[src/rtl/islip_voq_pkg.sv]
// Shared constants and helpers for the VOQ dequeue path.
//   OBUF_DEPTH    : entries in the per-input output buffer.
//   MAX_VOQ       : widest request/grant vector the helpers accept.
//   MAX_SEL       : index width returned by onehot_to_idx.
//   is_onehot     : 1 when exactly one bit of vec is set.
//   onehot_to_idx : bit position of the set bit (meaningful only for one-hot input).
package islip_voq_pkg;

    localparam int unsigned OBUF_DEPTH = 3;
    localparam int unsigned MAX_VOQ    = 32;
    localparam int unsigned MAX_SEL    = 5;

    function automatic logic is_onehot(input logic [MAX_VOQ-1:0] vec);
        int unsigned cnt;
        cnt = 0;
        for (int unsigned i = 0; i < MAX_VOQ; i++) begin
            if (vec[i]) cnt++;
        end
        return (cnt == 32'd1);
    endfunction

    function automatic logic [MAX_SEL-1:0] onehot_to_idx(input logic [MAX_VOQ-1:0] vec);
        logic [MAX_SEL-1:0] idx;
        idx = '0;
        for (int unsigned i = 0; i < MAX_VOQ; i++) begin
            if (vec[i]) idx = i[MAX_SEL-1:0];
        end
        return idx;
    endfunction

endpackage

[src/rtl/voq_out_buf.sv]
// Three-entry in-order register FIFO holding words read from the VOQs,
// each tagged with the VOQ it came from.
//   clk, reset          : clock, asynchronous active-high reset
//   push, push_data/tag : write one tagged word
//   pop                 : consume head (ignored while empty)
//   count               : occupancy 0..3
//   head_valid/data/tag : head entry
module voq_out_buf
    import islip_voq_pkg::*;
#(
    parameter int unsigned WIDTH    = 32,
    parameter int unsigned SEL_BITS = 2
) (
    input  logic                clk,
    input  logic                reset,
    input  logic                push,
    input  logic [WIDTH-1:0]    push_data,
    input  logic [SEL_BITS-1:0] push_tag,
    input  logic                pop,
    output logic [1:0]          count,
    output logic                head_valid,
    output logic [WIDTH-1:0]    head_data,
    output logic [SEL_BITS-1:0] head_tag
);

    logic [WIDTH-1:0]    data_q [OBUF_DEPTH];
    logic [SEL_BITS-1:0] tag_q  [OBUF_DEPTH];
    logic [1:0]          wr_ptr;
    logic [1:0]          rd_ptr;
    logic                pop_en;

    // Depth is not a power of two, so pointers wrap explicitly at 2 -> 0.
    function automatic logic [1:0] next_ptr(input logic [1:0] ptr);
        return (ptr == 2'(OBUF_DEPTH - 1)) ? 2'd0 : ptr + 2'd1;
    endfunction

    assign pop_en     = pop & (count != 2'd0);
    assign head_valid = (count != 2'd0);
    assign head_data  = data_q[rd_ptr];
    assign head_tag   = tag_q[rd_ptr];

    always_ff @(posedge clk or posedge reset) begin
        if (reset) begin
            wr_ptr <= '0;
            rd_ptr <= '0;
            count  <= '0;
            for (int unsigned i = 0; i < OBUF_DEPTH; i++) begin
                data_q[i] <= '0;
                tag_q[i]  <= '0;
            end
        end else begin
            if (push) begin
                data_q[wr_ptr] <= push_data;
                tag_q[wr_ptr]  <= push_tag;
                wr_ptr         <= next_ptr(wr_ptr);
            end
            if (pop_en) begin
                rd_ptr <= next_ptr(rd_ptr);
            end
            case ({push, pop_en})
                2'b10:   count <= count + 2'd1;
                2'b01:   count <= count - 2'd1;
                default: count <= count;
            endcase
        end
    end

    // Upstream space check guarantees this never fires.
    a_no_overflow: assert property (@(posedge clk) disable iff (reset)
        !(push && (count == 2'(OBUF_DEPTH)) && !pop_en));

endmodule

[src/rtl/voq_dequeue_ctrl.sv]
// Per-input dequeue controller between the VOQ FIFO bank and the crossbar.
// Raises requests for non-empty VOQs while output space remains, turns a
// legal one-hot grant into a single FIFO read, captures the FIFO word one
// cycle later and queues it for the crossbar tagged with its VOQ index.
//   clk, reset          : clock, asynchronous active-high reset
//   voq_empty, voq_dout : FIFO status and data (VOQ i at [i*WIDTH +: WIDTH])
//   voq_rd_en           : FIFO read strobes (at most one high)
//   req                 : request vector to the scheduler
//   grant, grant_valid  : scheduler grant
//   grant_accept        : grant consumed this cycle
//   out_data/voq/valid, out_ready : crossbar valid/ready interface
//   err_bad_grant       : sticky illegal-grant flag
module voq_dequeue_ctrl
    import islip_voq_pkg::*;
#(
    parameter int unsigned NUM_VOQ  = 4,
    parameter int unsigned WIDTH    = 32,
    parameter int unsigned SEL_BITS = 2
) (
    input  logic                     clk,
    input  logic                     reset,
    input  logic [NUM_VOQ-1:0]       voq_empty,
    input  logic [NUM_VOQ*WIDTH-1:0] voq_dout,
    output logic [NUM_VOQ-1:0]       voq_rd_en,
    output logic [NUM_VOQ-1:0]       req,
    input  logic [NUM_VOQ-1:0]       grant,
    input  logic                     grant_valid,
    output logic                     grant_accept,
    output logic [WIDTH-1:0]         out_data,
    output logic [SEL_BITS-1:0]      out_voq,
    output logic                     out_valid,
    input  logic                     out_ready,
    output logic                     err_bad_grant
);

    logic [1:0]          buf_count;
    logic                inflight_vld;
    logic [SEL_BITS-1:0] inflight_sel;
    logic                space_ok;
    logic [MAX_VOQ-1:0]  grant_w;
    logic [MAX_SEL-1:0]  grant_idx_w;
    logic [SEL_BITS-1:0] grant_idx;
    logic                legal;
    logic [WIDTH-1:0]    sel_word;

    // Registered state only: a word in flight already owns a buffer slot.
    assign space_ok = ({1'b0, buf_count} + {2'b00, inflight_vld}) < 3'(OBUF_DEPTH);

    always_comb begin
        req = '0;
        if (!reset) req = ~voq_empty & {NUM_VOQ{space_ok}};
    end

    always_comb begin
        grant_w                = '0;
        grant_w[NUM_VOQ-1:0]   = grant;
        grant_idx_w            = onehot_to_idx(grant_w);
        grant_idx              = grant_idx_w[SEL_BITS-1:0];
        legal                  = grant_valid & is_onehot(grant_w) & req[grant_idx];
        grant_accept           = legal;
        voq_rd_en              = legal ? grant : '0;
    end

    always_comb begin
        sel_word = '0;
        for (int unsigned i = 0; i < NUM_VOQ; i++) begin
            if (inflight_sel == i[SEL_BITS-1:0]) sel_word = voq_dout[i*WIDTH +: WIDTH];
        end
    end

    always_ff @(posedge clk or posedge reset) begin
        if (reset) begin
            inflight_vld  <= 1'b0;
            inflight_sel  <= '0;
            err_bad_grant <= 1'b0;
        end else begin
            inflight_vld <= legal;
            if (legal) inflight_sel <= grant_idx;
            if (grant_valid && !legal) err_bad_grant <= 1'b1;
        end
    end

    voq_out_buf #(
        .WIDTH    (WIDTH),
        .SEL_BITS (SEL_BITS)
    ) u_out_buf (
        .clk        (clk),
        .reset      (reset),
        .push       (inflight_vld),
        .push_data  (sel_word),
        .push_tag   (inflight_sel),
        .pop        (out_ready),
        .count      (buf_count),
        .head_valid (out_valid),
        .head_data  (out_data),
        .head_tag   (out_voq)
    );

endmodule

[config.mk]
export PLATFORM = sky130hd
export DESIGN_NAME = voq_dequeue_ctrl
export DESIGN_NICKNAME = d
export VERILOG_FILES = /design/src/rtl/islip_voq_pkg.sv /design/src/rtl/voq_out_buf.sv /design/src/rtl/voq_dequeue_ctrl.sv
export SDC_FILE = /design/constraint.sdc
export NUM_CORES = 1
export LEC_CHECK = 0
export CORE_ASPECT_RATIO = 0.7
export CORE_UTILIZATION = 25
export CTS_BUF_LIST = sky130_fd_sc_hd__clkbuf_4
export DETAILED_ROUTE_END_ITERATION = 10
export DONT_BUFFER_PORTS = 1
export GPL_ROUTABILITY_DRIVEN = 1
export SETUP_SLACK_MARGIN = 0.02
export SYNTH_ARGS = -nofsm -noshare
export SYNTH_HDL_FRONTEND = slang
export SYNTH_SLANG_ARGS = --single-unit
[constraint.sdc]
create_clock -name clk -period 6.3 [get_ports clk]
set_input_delay 0 -clock clk [delete_from_list [all_inputs] [get_ports clk]]
set_output_delay 0 -clock clk [all_outputs]
set_load 0.01 [all_outputs]
## Word level (Yosys, flattened, before mapping)

Cells that the tools add are included.

| word-level totals | value |
|---|---|
| register bits | 112 |
| input bits | 140 |
| output and inout bits | 45 |
| word-level logic and storage cells | 76 |

| cells by class | value |
|---|---|
| add/sub/neg operators | 8 |
| magnitude comparators | 5 |
| eq/ne operators | 8 |
| muxes and demuxes | 30 |
| bitwise logic cells | 7 |
| reductions and logical operators | 6 |

Operators by type and width:

| operator | count |
|---|---|
| $mux 32 | 10 |
| $add 32x1->32 const B | 3 |
| $bwmux 96 | 1 |
| $bmux 32 s2 | 1 |
| $demux 32 s2 | 1 |
| $eq 32x1->1 const B | 1 |
| $mux 2 | 7 |
| $eq 2x2->1 const B | 5 |
| $mux 4 | 2 |
| $add 2x1->2 const B | 3 |
| $bwmux 6 | 1 |
| $ge 3x3->1 const B | 2 |
| $not 2->3 | 2 |
| $and 4x4->4 | 1 |
| $bmux 2 s2 | 1 |
| $demux 2 s2 | 1 |
| $eq 2x1->1 const B | 2 |
| $not 4->4 | 1 |
| $pmux 2 s2 | 1 |
| $reduce_bool 2->1 | 2 |
| $add 2x1->3 | 1 |
| $and 1x1->1 | 3 |
| $lt 2x3->1 const B | 1 |
| $lt 3x1->1 const B | 1 |
| other kinds (7) | 10 |

## Depth between registers and ports, before layout

Gate-level depths: netlist (run 1).

| logic depth | value |
|---|---|
| word-level depth | 12 |
| depth in mapped cells | 9 |
| gate-level depth less buffers | 8 |

## Modules after synthesis

A second synthesis (run 1) with hierarchy kept.

| unflattened totals | value |
|---|---|
| cell total of the unflattened synthesis | 440 |
| area, all modules | 5,923.2 µm² |

By module, submodules not included:

| module | times used | cells each | area an instance (µm²) | seq. area each (µm²) |
|---|---|---|---|---|
| voq_out_buf | 1 | 354 | 4,762.1 | 2,702.6 |
| voq_dequeue_ctrl | 1 | 86 | 1,161.1 | 100.1 |

## Worst setup path after synthesis (run 1)

Ideal clock, no wire load.

| timing | value |
|---|---|
| kind | register -> register |
| from | reg u_out_buf.count[0] |
| to | reg inflight_sel[0] |
| setup time | 126 ps |
| data arrival time | 2,283 ps |
| required time | 6,174 ps |
| path slack | 3,891 ps |
| cell stages (with the launch flop) | 7 |
| buffers on the path | 0 |
| period minus slack after synthesis | 2,409 ps |
| path through | dfrtp_1 ha_1 ha_1 a211o_1 or4_4 a21o_2 o32a_1 |

| on the way | value |
|---|---|
| longest elaborated chain between the ends | 7 |

RTL lines:

| element | line | text |
|---|---|---|
| start, declared | voq_out_buf.sv:20 | `output logic [1:0] count,` |
| start signal, assigned | voq_out_buf.sv:61 | `2'b10: count <= count + 2'd1;` |
| start signal, assigned | voq_out_buf.sv:62 | `2'b01: count <= count - 2'd1;` |
| start signal, assigned | voq_out_buf.sv:63 | `default: count <= count;` |
| $add 2x1->3 | voq_dequeue_ctrl.sv:47 | `assign space_ok = ({1'b0, buf_count} + {2'b00, inflight_vld}) < 3'(OBUF_DEPTH);` |
| $lt 3x2->1 | voq_dequeue_ctrl.sv:47 |  |
| $and 4x4->4 | voq_dequeue_ctrl.sv:51 | `if (!reset) req = ~voq_empty & {NUM_VOQ{space_ok}};` |
| $mux 4 | voq_dequeue_ctrl.sv:51 |  |
| $bmux 1 s2 | voq_dequeue_ctrl.sv:59 | `legal = grant_valid & is_onehot(grant_w) & req[grant_idx];` |
| $mux 1 (implied by the code) | voq_dequeue_ctrl.sv:59 |  |
| $and 1x1->1 | voq_dequeue_ctrl.sv:59 |  |
| end signal, assigned | voq_dequeue_ctrl.sv:78 | `if (legal) inflight_sel <= grant_idx;` |
| end, declared | voq_dequeue_ctrl.sv:38 | `logic [SEL_BITS-1:0] inflight_sel;` |

Every way passes these cells. The select of a mux whose other input is x is not followed.
A chain may end at the register's enable or synchronous reset.

## Worst setup path in the final report (run 1)

| timing | value |
|---|---|
| from | reg u_out_buf.count[0] |
| to | reg inflight_sel[0] |

| on the way | value |
|---|---|
| longest elaborated chain between the ends | 7 |

RTL lines:

| element | line | text |
|---|---|---|
| $add 2x1->3 | voq_dequeue_ctrl.sv:47 |  |
| $lt 3x2->1 | voq_dequeue_ctrl.sv:47 |  |
| $and 4x4->4 | voq_dequeue_ctrl.sv:51 |  |
| $mux 4 | voq_dequeue_ctrl.sv:51 |  |
| $bmux 1 s2 | voq_dequeue_ctrl.sv:59 |  |
| $mux 1 (implied by the code) | voq_dequeue_ctrl.sv:59 |  |
| $and 1x1->1 | voq_dequeue_ctrl.sv:59 |  |
| via grant_accept | voq_dequeue_ctrl.sv:28 | `output logic grant_accept,` |

The timed path passes the listed nets, and every way through them passes these cells. The select of a mux whose other input is x is not followed.

==> results_dict.tcl, run 1 <==
set metrics [dict create \
    outcome "finished clean" \
    fin_crit_ns 4.358 \
    gp_congestion 0.7719 \
    gr-total-overflow 0 \
    syn_nets 591 \
    cts.sinks 112 \
    irDropWorstVdd_mv 0.2073 \
    synthCells 445 \
    cts_hold_buf 77 \
    ant_nets 0 \
    antenna_found_initial 1 \
    ys_warn_count 0 \
    power.leakage_nw 2.894 \
    slew_headroom_pct 23.28 \
    hold_viol 0 \
    critPathKind "flip-flop to flip-flop" \
    ys_seq_area_share_pct 47.39 \
    grt_usage_pct 12.99 \
    syn2layout_area_growth_pct 21.77 \
    period_share_pct 69.17 \
    clock_path_buffers 2 \
    drv_slew 0 \
    die_h_um 130.7 \
    power_density_nw_per_um2 403.8 \
    routed_wl_mm 15.17 \
    drt_iter0_markers 139 \
    max-cap-violations 0 \
    synth_seq_cells 112 \
    avgSynthCellArea_um2 13.29 \
    dp_cells 731 \
    insertion_delay_ns 0.49 \
    final_common_cell "dfrtp_1" \
    synth_ff_type "dfrtp_1" \
    post-cts-setup-buffers 0 \
    fp-row-count 46 \
    grt_pass1_wl_mm 23.29 \
    layout_common_cells "109 x dfrtp_1, 102 x mux2_2, 77 x dlygate4sd3_1" \
    die_area_um2 24290 \
    required_ns 6.74 \
    async_flop_share_pct 100.0 \
    drcViolationCount 0 \
    cts_max_level 3 \
    initial_core_util_pct 25.82 \
    r2r_slack_ns 1.94 \
    cts_resized 0 \
    synth_area_um2 5914 \
    vias 3898 \
    path_max_fanout 6 \
    synth_edf_count 0 \
    tightest_slew_ns 1.150 \
    drive_above_1_share_pct 33.79 \
    hpwl_mm 9.604 \
    setup_violations 0 \
    cts_buffers 9 \
    die_w_um 185.8 \
    cp.arrival_ns 4.80 \
    yosysUniqueCellTypes 40 \
    core_um2 22910 \
    tritoncts "done" \
    clock-skew-final_ns 0.01131 \
    endpoint_kind "flip-flop" \
    path_clk_slew_ns 0.15 \
    routed_via_density 4.725 \
    max_freq_mhz 229.5 \
    first_global_vias 4356 \
    startpoint_type "flip-flop" \
    hold_class "input port to output pin" \
    finalNonFillerCells 825 \
    setup_tns_ns 0 \
    cts-root-buf "clkbuf_4" \
    final_nets 653 \
    grt_max_degree 62 \
    dr.pass1.iters 4 \
    detail_route.wl_per_cell_um 18.38 \
    pin_count 185 \
    port_buffers 0 \
    rsz0062_at_grt "no" \
]
## worst max-delay path: stages (launching register included)
cell	delay (ns)
dfrtp_1	0.46
ha_1	0.22
ha_1	0.27
a211o_1	0.33
or4_4	0.54
dlygate4sd3_1	0.64
a221oi_4	0.47
dlygate4sd3_1	0.67
o32a_1	0.18
dlygate4sd3_1	0.54
## through the flow
stage                     util (%)  area [um^2]  power [mW]  setup slack (ns)  hold WS [ns]
after CTS                    31.43         7199       2.950             1.979       0.04998
after floorplan                  -         5914       2.058             3.341       0.04753
after global routing         31.43         7199       3.117             1.795       0.05045
final                        31.44         7202       2.908             1.942       0.04963
after global placement       27.18         6227       2.269             3.757      -0.01203
after detailed placement     27.18         6227       2.331             3.702       0.01158
## kinds of logic after synthesis
| kind of cell | count (synthesis) | share of synthesized area [%] |
|---|---|---|
| multiplexers | 169 | 37.53 |
| flip-flops | 112 | 47.39 |
| AND/OR/NAND/NOR | 62 | 4.951 |
| AO/OA/AOI/OAI | 51 | 5.247 |
| buffers and inverters | 41 | 3.025 |
| adder cells (fa/ha/maj) | 6 | 1.269 |
| XOR/XNOR | 4 | 0.5925 |
## Yosys cell counts (all sizes together), types with 2 or more instances
cell,instances,area [um^2]
mux2i,35,350.3
buf,8,41.28
inv,10,37.54
nor3,2,15.01
ha,6,75.07
nor2,6,22.52
dfrtp,112,2803
a21o,3,23.77
xor2,2,17.52
clkbuf,23,100.1
xnor2,2,17.52
mux2,102,1149
nand3,2,10.01
nand2,39,146.4
o21ai,40,200.2
a211o,2,18.77
and2,4,30.03
and3,2,13.77
mux4,32,720.7
## report_power, final
group / switching [mW] / internal (mW)
Clock: 0.234 / 0.238
Combinational: 0.644 / 0.636
Sequential: 0.162 / 0.995
Total: 1.04 / 1.87
## state kept, by name (all words and copies together) (netlist names)
signal and cells:
inflight_sel 2, err_bad_grant 1, u_out_buf.wr_ptr 2, u_out_buf.count 2, u_out_buf.tag_q 6, u_out_buf.rd_ptr 2, inflight_vld 1, u_out_buf.data_q 96
## layout make-up
class | instances | area (um^2)
Fill cell | 2320 | 15710
Multi-Input combinational cell | 292 | 2953
Sequential cell | 112 | 2806
Timing Repair Buffer | 82 | 808.3
Tap cell | 312 | 390.4
Clock inverter | 7 | 133.9
Clock buffer | 9 | 67.56
Inverter | 10 | 40.04
Antenna cell | 1 | 2.502
## final timing paths
path	start	endpoint	depth (start not counted)
max	u_out_buf.count[0]$_DFFE_PP0P_	inflight_sel[0]$_DFFE_PP0P_	9
min	voq_empty[2]	req[2]	1
max reg2reg	u_out_buf.count[0]$_DFFE_PP0P_	inflight_sel[0]$_DFFE_PP0P_	9
min reg2reg	u_out_buf.tag_q[3]$_DFFE_PP0P_	u_out_buf.tag_q[3]$_DFFE_PP0P_	2
max in group asynchronous	reset	u_out_buf.data_q[22]$_DFFE_PP0P_	3
min in group asynchronous	reset	u_out_buf.data_q[68]$_DFFE_PP0P_	2
## per-layer routing
layer  share of wire, %  global-route usage, %  up-vias
met1                 42                  14.55     1999
met2                 50                  23.11      127
met5                  0                      0        -
li1                   -                      -     1755
met3                7.3                  4.850       17
met4                1.1                  3.713        0
No activity file was read; power rests on OpenSTA's default activity.
==> run 2: changes to the inputs <==
Settings changed: ABC_AREA from default to 1.
Clock period 6.3 ns to 3.8 ns, I/O delays scaled along.
==> results_dict.tcl, run 2 <==
set metrics [dict create \
    outcome "finished clean" \
    synth_top_area_share_pct 46.31 \
    cts_max_level 3 \
    grt_max_degree 72 \
    synth_seq_cells 112 \
    insertion_delay_ns 0.49 \
    max_freq_mhz 337.8 \
    initial_core_util_pct 25.54 \
    clock-skew-final_ns 0.03138 \
    core_um2 23700 \
    grt_usage_pct 16.61 \
    hold_viol 0 \
    regArea_um2 2804 \
    synth_ff_type "dfrtp_1" \
    final_nets 1033 \
    p_sw_mw 2.737 \
    pwr-share-seq_pct 34.9 \
    grt_pass1_wl_mm 32.00 \
    pin_count 185 \
    p_clk_share_pct 10.8 \
    final_common_cell "nand2_1" \
    switching_share_pct 47.17 \
    path_clk_slew_ns 0.15 \
    cts_resized 0 \
    die_area_um2 24840 \
    critPathKind "flip-flop to flip-flop" \
    async_flop_share_pct 100.0 \
    ys_seq_area_share_pct 46.31 \
    port_buffers 0 \
    final_area_um2 7587 \
    irDropWorstVdd_mv 0.2774 \
    multi_input_area_um2 2823 \
    hpwl_mm 12.95 \
    hold_class "input port to output pin" \
    fp-row-count 47 \
    power.leakage_nw 3.379 \
    setup_tns_ns 0 \
    fin_crit_ns 2.960 \
    reg_top3 "u_out_buf.data_q x96, u_out_buf.tag_q x6" \
    post-cts-setup-buffers 0 \
    ys_top_cells_by_count "231 x nand2_1, 150 x nand3_1, 112 x dfrtp_1" \
    required_ns 4.16 \
    hold_slack_ns 0.05186 \
    antenna_found_initial 0 \
    syn_nets 949 \
    top_register "u_out_buf.data_q" \
    tritoncts "done" \
    routed_wl_mm 20.14 \
    yosysUniqueCellTypes 27 \
    syn2layout_area_growth_pct 25.37 \
    period_share_pct 77.90 \
    drt_iter0_markers 392 \
    routed_via_density 4.812 \
    synth.most_common_cell "nand2_1" \
    slew_headroom_pct 33.33 \
    die_h_um 132.2 \
    gr-total-overflow 0 \
    detail_route.wl_per_cell_um 16.64 \
    pwr-share-comb_pct 54.3 \
    path_max_fanout 8 \
    cts.sinks 112 \
    drv_slew 0 \
    drive_above_1_share_pct 5.387 \
    ant_nets 0 \
    layout_common_cells "231 x nand2_1, 150 x nand3_1, 113 x dlygate4sd3_1" \
    power_density_nw_per_um2 764.7 \
    endpoint_kind "flip-flop" \
    rsz0062_at_grt "no" \
    cts-root-buf "clkbuf_4" \
    cts_hold_buf 113 \
    clock_path_buffers 2 \
    ys_warn_count 0 \
    synth_top_cell_by_area "dfrtp_1" \
    synthCells 803 \
    cts_buffers 9 \
    avgSynthCellArea_um2 7.537 \
    vias 5822 \
    fill_cells 2527 \
    drcViolationCount 0 \
    dr.pass1.iters 5 \
    netlist_top_cells_area "dfrtp_1 46%, nand2_1 14%, nand3_1 12%" \
    die_w_um 188.0 \
    place_area_um2 6312 \
    startpoint_type "flip-flop" \
    largest_reg_flops 96 \
    cp.arrival_ns 3.32 \
    fin_util_pct 32.02 \
    max-cap-violations 0 \
    gp_congestion 0.7785 \
    intPower_mw 3.065 \
    tightest_slew_ns 0.9977 \
    first_global_vias 5581 \
    synth_edf_count 0 \
    setup_violations 0 \
    synth_area_um2 6052 \
]
[run 2: area by class of cell]
type | instances | area share, %
inverters | 58 | 2.902
clock buffers | 10 | 0.9894
clock inverters | 5 | 0.8740
flip-flops and latches | 112 | 36.96
multi-input cells | 584 | 37.20
well taps | 318 | 5.244
repair buffers | 122 | 15.80
diodes | 1 | 0.03298
[run 2: worst paths after layout]
kind / startpoint / end / slack (ns) / cells past startpoint
min in group asynchronous: reset / u_out_buf.data_q[92]$_DFFE_PP0P_ / 0.07 / 2
max in group asynchronous: reset / inflight_sel[0]$_DFFE_PP0P_ / 2.26 / 3
setup reg to reg: u_out_buf.count[0]$_DFFE_PP0P_ / inflight_sel[0]$_DFFE_PP0P_ / 0.84 / 12
hold reg to reg: u_out_buf.data_q[90]$_DFFE_PP0P_ / u_out_buf.data_q[90]$_DFFE_PP0P_ / 0.50 / 2
hold / removal: voq_empty[2] / req[2] / 0.05 / 1
setup / recovery: u_out_buf.count[0]$_DFFE_PP0P_ / inflight_sel[0]$_DFFE_PP0P_ / 0.84 / 12
[run 2: cell families (layout without fill, tap and decap cells)]
family	count (synthesis)	count (layout)	share of synthesized area (%)
adder cells (fa/ha/maj)	6	6	1.240
other	0	1	0
AO/OA/AOI/OAI	147	147	13.15
flip-flops	112	112	46.31
buffers and inverters	107	195	7.339
AND/OR/NAND/NOR	429	429	31.67
XOR/XNOR	2	2	0.2895
[run 2: stage by stage]
step | power [mW] | worst slack [ns] | instances
after floorplan | 4.013 | 0.4773 | 803
after global placement | 4.740 | 1.702 | 1081
after detailed placement | 4.792 | 1.643 | 1081
after CTS | 5.857 | 0.8597 | 1209
after global routing | 6.338 | 0.6215 | 1209
final | 5.802 | 0.8399 | 1210
[run 2: per-layer routing]
metal	global-route usage, %	wire length, um	vias up
li1	-	-	2849
met1	24.74	10270	2782
met2	24.75	8781	172
met3	2.981	844	19
met4	3.749	240	0
met5	0	0	-
[run 2: power by group through the flow]
stage          logic (mW)  clock network, mW  registers, mW
6_report             3.15              0.629           2.03
5_1_grt              3.54              0.701           2.09
4_1_cts              3.17              0.664           2.02
3_5_place_dp         2.74                  0           2.05
3_3_place_gp         2.71                  0           2.03
2_1_floorplan        2.06                  0           1.96
[run 2: critical path, cell delays in order (launching register included)]
cell	delay (ns)
dfrtp_1	0.46
ha_1	0.22
ha_1	0.26
nand2_1	0.15
nand2_1	0.09
nor2_1	0.09
nand3_1	0.08
nand3_1	0.07
dlygate4sd3_1	0.57
nand3_2	0.17
nand2_1	0.10
nand2_1	0.05
dlygate4sd3_1	0.54
